==> src/rtl/cdtime_pkg.sv <==
// Shared constants and types for the countdown-time keypad.
// Key codes, countdown limit and the debounce state encoding.
package cdtime_pkg;

  localparam logic [3:0] KEY_CLEAR  = 4'd10;
  localparam logic [3:0] KEY_ENTER  = 4'd11;
  localparam logic [4:0] CDTIME_MAX = 5'd30;

  typedef enum logic [1:0] {
    ST_IDLE,
    ST_DEBOUNCE,
    ST_HELD,
    ST_RELEASE
  } deb_state_t;

endpackage

==> src/rtl/keypad_debounce.sv <==
// Frame-level debounce FSM for the scanned keypad.
// Optional KEYPAD_AUTOREPEAT_EN re-pulses held digit keys.
module keypad_debounce
  import cdtime_pkg::*;
#(
  parameter int DEB_FRAMES = 4
) (
  input  logic       clk,
  input  logic       rst,
  input  logic       i_frame_stb,
  input  logic       i_frame_none,
  input  logic [3:0] i_frame_key,
  output logic       o_key_valid,
  output logic [3:0] o_key_code
);

  deb_state_t r_state;
  logic [7:0] r_cnt;
  logic [3:0] r_key;
  logic [7:0] w_cnt_inc;
  logic       w_cnt_done;

  assign w_cnt_inc  = r_cnt + 8'd1;
  assign w_cnt_done = (w_cnt_inc >= 8'(DEB_FRAMES));

`ifdef KEYPAD_AUTOREPEAT_EN
  logic [5:0] r_rep;
`endif

  always_ff @(posedge clk) begin
    if (rst) begin
      r_state     <= ST_IDLE;
      r_cnt       <= 8'd0;
      r_key       <= 4'd0;
      o_key_valid <= 1'b0;
      o_key_code  <= 4'd0;
`ifdef KEYPAD_AUTOREPEAT_EN
      r_rep       <= 6'd0;
`endif
    end else begin
      o_key_valid <= 1'b0;
      if (i_frame_stb) begin
        unique case (r_state)
          ST_IDLE: begin
            if (!i_frame_none) begin
              r_state <= ST_DEBOUNCE;
              r_cnt   <= 8'd1;
              r_key   <= i_frame_key;
            end
          end
          ST_DEBOUNCE: begin
            if (!i_frame_none && i_frame_key == r_key) begin
              r_cnt <= w_cnt_inc;
              if (w_cnt_done) begin
                o_key_valid <= 1'b1;
                o_key_code  <= r_key;
                r_state     <= ST_HELD;
                r_cnt       <= 8'd0;
`ifdef KEYPAD_AUTOREPEAT_EN
                r_rep       <= 6'd0;
`endif
              end
            end else begin
              r_state <= ST_IDLE;
              r_cnt   <= 8'd0;
            end
          end
          ST_HELD: begin
            if (i_frame_none) begin
              r_state <= ST_RELEASE;
              r_cnt   <= 8'd1;
            end else begin
`ifdef KEYPAD_AUTOREPEAT_EN
              // 32 frames to first repeat, then one every 8
              if (i_frame_key == r_key && r_key < KEY_CLEAR) begin
                if (r_rep == 6'd31) begin
                  o_key_valid <= 1'b1;
                  o_key_code  <= r_key;
                  r_rep       <= 6'd24;
                end else begin
                  r_rep <= r_rep + 6'd1;
                end
              end
`else
              r_state <= ST_HELD;
`endif
            end
          end
          ST_RELEASE: begin
            if (i_frame_none) begin
              r_cnt <= w_cnt_inc;
              if (w_cnt_done) begin
                r_state <= ST_IDLE;
                r_cnt   <= 8'd0;
              end
            end else begin
              r_state <= ST_HELD;
              r_cnt   <= 8'd0;
            end
          end
          default: r_state <= ST_IDLE;
        endcase
      end
    end
  end

endmodule

==> src/rtl/cdtime_keypad.sv <==
// 4x4 keypad scanner and countdown-time entry.
// Define KEYPAD_AUTOREPEAT_EN for held-digit auto-repeat.
module cdtime_keypad
  import cdtime_pkg::*;
#(
  parameter int SCAN_DIV       = 1000,
  parameter int DEB_FRAMES     = 4,
  parameter int DEFAULT_CDTIME = 10
) (
  input  logic       clk,
  input  logic       rst,
  input  logic       sw7,
  input  logic [1:0] game_state,
  input  logic [3:0] key_row,
  output logic [3:0] key_col,
  output logic       key_valid,
  output logic [3:0] key_code,
  output logic [4:0] user_defined_cdtime
);

  localparam int DW = (SCAN_DIV > 1) ? $clog2(SCAN_DIV) : 1;

  logic          r_run;
  logic [DW-1:0] r_div;
  logic [1:0]    r_col;
  logic [1:0]    r_hits;
  logic [3:0]    r_key;
  logic          r_frame_stb;
  logic          r_frame_none;
  logic [3:0]    r_frame_key;
  logic [6:0]    r_pending;
  logic [4:0]    r_cdtime;

  logic       w_last;
  logic [3:0] w_low;
  logic [2:0] w_pop;
  logic [2:0] w_tot;
  logic [1:0] w_row;
  logic       w_entry;
  logic [6:0] w_digit;

  assign w_last = r_run && (r_div == DW'(SCAN_DIV - 1));
  assign w_low  = ~key_row;
  assign w_pop  = {2'b0, w_low[0]} + {2'b0, w_low[1]}
                + {2'b0, w_low[2]} + {2'b0, w_low[3]};
  assign w_tot  = {1'b0, r_hits} + w_pop;

  always_comb begin
    w_row = 2'd0;
    for (int i = 0; i < 4; i++) begin
      if (w_low[i]) w_row = 2'(i);
    end
  end

  assign key_col = r_run ? ~(4'b0001 << r_col) : 4'b1111;

  // Crossings accumulate over the frame; hits saturate at 2
  always_ff @(posedge clk) begin
    if (rst) begin
      r_run        <= 1'b0;
      r_div        <= '0;
      r_col        <= 2'd0;
      r_hits       <= 2'd0;
      r_key        <= 4'd0;
      r_frame_stb  <= 1'b0;
      r_frame_none <= 1'b1;
      r_frame_key  <= 4'd0;
    end else begin
      r_run       <= 1'b1;
      r_frame_stb <= 1'b0;
      if (r_run) begin
        if (w_last) begin
          r_div <= '0;
          r_col <= r_col + 2'd1;
          if (r_col == 2'd3) begin
            r_frame_stb  <= 1'b1;
            r_frame_none <= (w_tot != 3'd1);
            r_frame_key  <= (w_pop == 3'd1) ? {r_col, w_row} : r_key;
            r_hits       <= 2'd0;
            r_key        <= 4'd0;
          end else begin
            r_hits <= (w_tot > 3'd1) ? 2'd2 : w_tot[1:0];
            if (w_pop == 3'd1) r_key <= {r_col, w_row};
          end
        end else begin
          r_div <= r_div + 1'b1;
        end
      end
    end
  end

  keypad_debounce #(
    .DEB_FRAMES (DEB_FRAMES)
  ) u_deb (
    .clk          (clk),
    .rst          (rst),
    .i_frame_stb  (r_frame_stb),
    .i_frame_none (r_frame_none),
    .i_frame_key  (r_frame_key),
    .o_key_valid  (key_valid),
    .o_key_code   (key_code)
  );

  assign w_entry = sw7 && (game_state == 2'd0);
  assign w_digit = (r_pending % 7'd10) * 7'd10 + {3'b000, key_code};

  always_ff @(posedge clk) begin
    if (rst) begin
      r_pending <= 7'd0;
      r_cdtime  <= 5'(DEFAULT_CDTIME);
    end else if (!w_entry) begin
      r_pending <= 7'd0;
    end else if (key_valid) begin
      unique case (1'b1)
        (key_code < KEY_CLEAR): r_pending <= w_digit;
        (key_code == KEY_CLEAR): r_pending <= 7'd0;
        (key_code == KEY_ENTER): begin
          r_pending <= 7'd0;
          if (r_pending > {2'b00, CDTIME_MAX}) r_cdtime <= CDTIME_MAX;
          else if (r_pending != 7'd0) r_cdtime <= r_pending[4:0];
        end
        default: r_pending <= r_pending;
      endcase
    end
  end

  assign user_defined_cdtime = r_cdtime;

endmodule

==> config.mk <==
export PLATFORM = sky130hd
export DESIGN_NAME = cdtime_keypad
export DESIGN_NICKNAME = d
export VERILOG_FILES = /design/src/rtl/cdtime_pkg.sv /design/src/rtl/keypad_debounce.sv /design/src/rtl/cdtime_keypad.sv
export SDC_FILE = /design/constraint.sdc
export NUM_CORES = 1
export LEC_CHECK = 0
export BUFFER_PORTS_ARGS = -buffer_cell sky130_fd_sc_hd__buf_2
export CAP_MARGIN = 20
export CORE_ASPECT_RATIO = 0.75
export CORE_MARGIN = 2
export CORE_UTILIZATION = 25
export CTS_CLUSTER_DIAMETER = 40
export DETAILED_ROUTE_END_ITERATION = 8
export PLACE_DENSITY = 0.48
export SYNTH_ARGS = -nofsm -noshare
export SYNTH_HDL_FRONTEND = slang
export SYNTH_SLANG_ARGS = --single-unit
==> constraint.sdc <==
create_clock -name clk -period 4.96 [get_ports clk]
set_clock_uncertainty 0.15 [all_clocks]
set_input_delay 0 -clock clk [delete_from_list [all_inputs] [get_ports clk]]
set_output_delay 0 -clock clk [all_outputs]
set_load 0.005 [all_outputs]
==> out/qor.txt <==
================================================================================
Worst setup EP type                                                         flop
Die height                                                              104.4 um
Pwr Density                                                         222.7 nW/um2
Post-synthesis instance total                                                413
Synthesis-to-layout area growth                                           12.23%
Fraction of synthesized cell area taken by the top area cell type         33.40%
Number of distinct library cells after synthesis                              61
H-tree levels                                                                  2
Number of vias per cell after detailed routing                             4.620
Async S/R FF share, synth                                                     0%
Total GRT Usage                                                           10.98%
Area of the mapped netlist                                              3357 um2
Critical path data arrival time                                          4.67 ns
Worst setup timing slack at the placement stage                        0.2165 ns
FF+latch count, synth                                                         56
Setup_tns                                                                   0 ns
Mean Syn Cell Area                                                     8.128 um2
Total DRC errors in the routed layout                                          0
Number of clock sinks                                                         56
Vias in the first global route                                              2562
Initial antenna violation count                                                0
Routed wire length                                                       7423 um
Final number of hold-violating endpoints                                       0
Category of the critical setup timing path                          flop to flop
Clock tree buffer depth                                                        2
Number of port buffers                                                        22
Remaining antenna violation count                                              0
Global placer's final weighted congestion                                 0.8572
Total number of placement rows                                                36
Max_cap viols                                                                  0
Sequential-to-total area share from yosys stat                            33.40%
Leading cell type in the layout, fill and taps excluded             sky130_fd_sc_hd__nor2_1
Horizontal die dimension                                                137.8 um
TritonCTS clock tree                                                        done
CTS Root Buffer Type                                                sky130_fd_sc_hd__clkbuf_16
Antenna diode count                                                            0
Layout cells sized above 1                                                10.80%
Number of nets in the final layout                                           457
Worst min path class                                                primary input to flop
Highest routed metal layer                                                  met4
Core Footprint                                                         13060 um2
Most frequent cells in the layout                                   62 x sky130_fd_sc_hd__nor2_1, 56 x sky130_fd_sc_hd__dfxtp_1, 33 x sky130_fd_sc_hd__nand2_1, 30 x sky130_fd_sc_hd__a21oi_1, 22 x sky130_fd_sc_hd__buf_2
Static power due to leakage                                             1.452 nW
Clk Latency, worst-skew pair                                             0.29 ns
Worst vdd rail ir drop                                                 0.1056 mV
Run status                                                          complete, no violations
Via total after detailed routing                                            2758
Global-route wire length before repair                                  12760 um
Initial DRT Pass Iterations                                                    4
Routed length on met2                                                    3054 um
Post-synthesis cell type with the largest combined area             sky130_fd_sc_hd__dfxtp_1
DRC violation total after the first TritonRoute iteration                    126
Number of synthesis warnings                                                   0
Crit path setup slack, layout                                          0.3174 ns
Met3 Routed Length                                                        167 um
Met1 wire length                                                         4046 um
Final Max Slew Viols                                                           0
Pin slew with the least headroom to its limit                          0.9374 ns
DR WL/cell                                                              12.43 um
Data required time of the critical path                                  4.99 ns
Area contributors post-synth                                        sky130_fd_sc_hd__dfxtp_1 33%, sky130_fd_sc_hd__ha_1 7.1%, sky130_fd_sc_hd__nor2_1 6.9%
End-of-flow core utilization                                              28.84%
Max_slew headroom                                                         37.37%
Mapped Nets                                                                  445
Maximum number of pins on one net before global-route repair                  37
CTS Buf Count                                                                  5
Top-level port count                                                          23
Number of endpoints failing setup at the final stage                           0
Area of the die                                                        14380 um2
Total grt overflow                                                             0
Worst Setup Start Kind                                                      flop
Final min period                                                        4.643 ns
Setup repair after global routing missed its margin                        false
Commonest register cell after synthesis                             sky130_fd_sc_hd__dfxtp_1
Maximum clock frequency                                               0.2154 GHz
Initial Utilization                                                       25.70%
Reg clk slew, reported paths                                             0.07 ns
Tcrit/Tclk final                                                          93.60%
Peak fanout along the critical path                                           18
Post-detailed-placement half-perimeter wirelength                        5524 um
EDFF count, synth                                                              0
================================================================================
[power by group]
part / switching (mW) / leakage [nW] / internal [mW]
sequential: 0.00263 / 0.452 / 0.451
combinational: 0.0235 / 0.933 / 0.0147
clock: 0.158 / 0.0671 / 0.188
[worst max-delay path, cell delays in order (launching register included)]
cell and delay [ns]:
sky130_fd_sc_hd__dfxtp_1 0.42, sky130_fd_sc_hd__buf_4 0.26, sky130_fd_sc_hd__nand2_2 0.12, sky130_fd_sc_hd__nor4_2 0.20
sky130_fd_sc_hd__nor2b_1 0.13, sky130_fd_sc_hd__ha_2 0.28, sky130_fd_sc_hd__or3b_1 0.36, sky130_fd_sc_hd__a21o_1 0.18
sky130_fd_sc_hd__a221o_1 0.33, sky130_fd_sc_hd__o211ai_2 0.12, sky130_fd_sc_hd__ha_1 0.27, sky130_fd_sc_hd__ha_1 0.20
sky130_fd_sc_hd__inv_1 0.06, sky130_fd_sc_hd__fa_1 0.45, sky130_fd_sc_hd__nand3b_1 0.18, sky130_fd_sc_hd__o21ai_0 0.19
sky130_fd_sc_hd__xnor2_1 0.16, sky130_fd_sc_hd__xnor2_1 0.15, sky130_fd_sc_hd__xnor2_1 0.09, sky130_fd_sc_hd__a22oi_1 0.16
sky130_fd_sc_hd__nor2_1 0.05
[flip-flops by register name, summed over array words and instances, names as in the netlist, 4 cells and up]
signal / cells
u_deb.o_key_code: 4
user_defined_cdtime: 5
r_key: 4
u_deb.r_cnt: 8
r_div: 10
r_pending: 7
r_frame_key: 4
u_deb.r_key: 4
[cells in the mapped netlist (2+ instances only)]
library cell / n
sky130_fd_sc_hd__a31oi_1: 5
sky130_fd_sc_hd__nor2b_1: 7
sky130_fd_sc_hd__xnor2_1: 17
sky130_fd_sc_hd__xor2_1: 11
sky130_fd_sc_hd__nor4bb_1: 2
sky130_fd_sc_hd__or3b_1: 2
sky130_fd_sc_hd__clkbuf_1: 10
sky130_fd_sc_hd__a22oi_1: 8
sky130_fd_sc_hd__and2_1: 2
sky130_fd_sc_hd__buf_4: 2
sky130_fd_sc_hd__and3_1: 9
sky130_fd_sc_hd__nand3b_1: 3
sky130_fd_sc_hd__or3_1: 2
sky130_fd_sc_hd__dfxtp_1: 56
sky130_fd_sc_hd__o21ai_0: 11
sky130_fd_sc_hd__mux2i_1: 14
sky130_fd_sc_hd__nor3_1: 11
sky130_fd_sc_hd__inv_1: 20
sky130_fd_sc_hd__ha_1: 19
sky130_fd_sc_hd__a21o_1: 2
sky130_fd_sc_hd__nand2_2: 2
sky130_fd_sc_hd__nand4_1: 7
sky130_fd_sc_hd__a21oi_1: 30
sky130_fd_sc_hd__nand3_1: 12
sky130_fd_sc_hd__nor2_1: 62
sky130_fd_sc_hd__nor3b_1: 2
sky130_fd_sc_hd__buf_2: 10
sky130_fd_sc_hd__fa_1: 4
sky130_fd_sc_hd__nand2_1: 33
sky130_fd_sc_hd__a221o_1: 3
sky130_fd_sc_hd__nand2b_1: 5
[routing by layer]
layer,global-route usage [%],up-vias
li1,-,1446
met1,16.24,1273
met2,15.99,28
met3,1.559,11
met4,4.082,0
met5,0,-
[per-stage QoR]
stage          area, um2  cells  power, mW  hold slack, ns
6_report            3767    597     0.8388         0.04506
5_1_grt             3767    597     0.8833         0.09705
4_1_cts             3765    597     0.8562         0.05020
3_5_place_dp        3620    589     0.5027          0.2624
3_3_place_gp        3620    589     0.5023          0.2622
2_1_floorplan       3357    413     0.4917          0.1429
[cells by family after synthesis]
family | after synthesis | share of synthesized area, %
compound gates | 75 | 14.69
xor+xnor | 28 | 7.305
fa+ha+maj | 23 | 9.467
buf+inv | 45 | 5.628
flops | 56 | 33.40
mux | 14 | 4.174
simple gates | 172 | 25.34
[what timing repair did]
action                                  4_1_cts  5_1_grt
endpoints found under the setup margin        0        1
hold buffers                                  0        0
endpoints found under the hold margin         0        0
setup buffers                                 0        0
resized for setup                             0        1
[final timing paths]
check	startpoint	endpoint	slack, ns	cells after the start
max	r_pending[4]	r_pending[6]	0.32	20
min	game_state[0]	r_pending[3]	0.05	4
max reg2reg	r_pending[4]	r_pending[6]	0.32	20
min reg2reg	r_key[3]	r_key[3]	0.31	2
[area by class of cell]
cell class              count  area (um2)
clock buffers               6       128.9
clock inverters             2       16.27
fillers                  1421        9295
inverters                  22       82.58
multi-input cells         312        2049
flip-flops and latches     56        1121
well taps                 171       214.0
repair buffers             28       155.1
No activity file was read; power rests on OpenSTA's default activity.
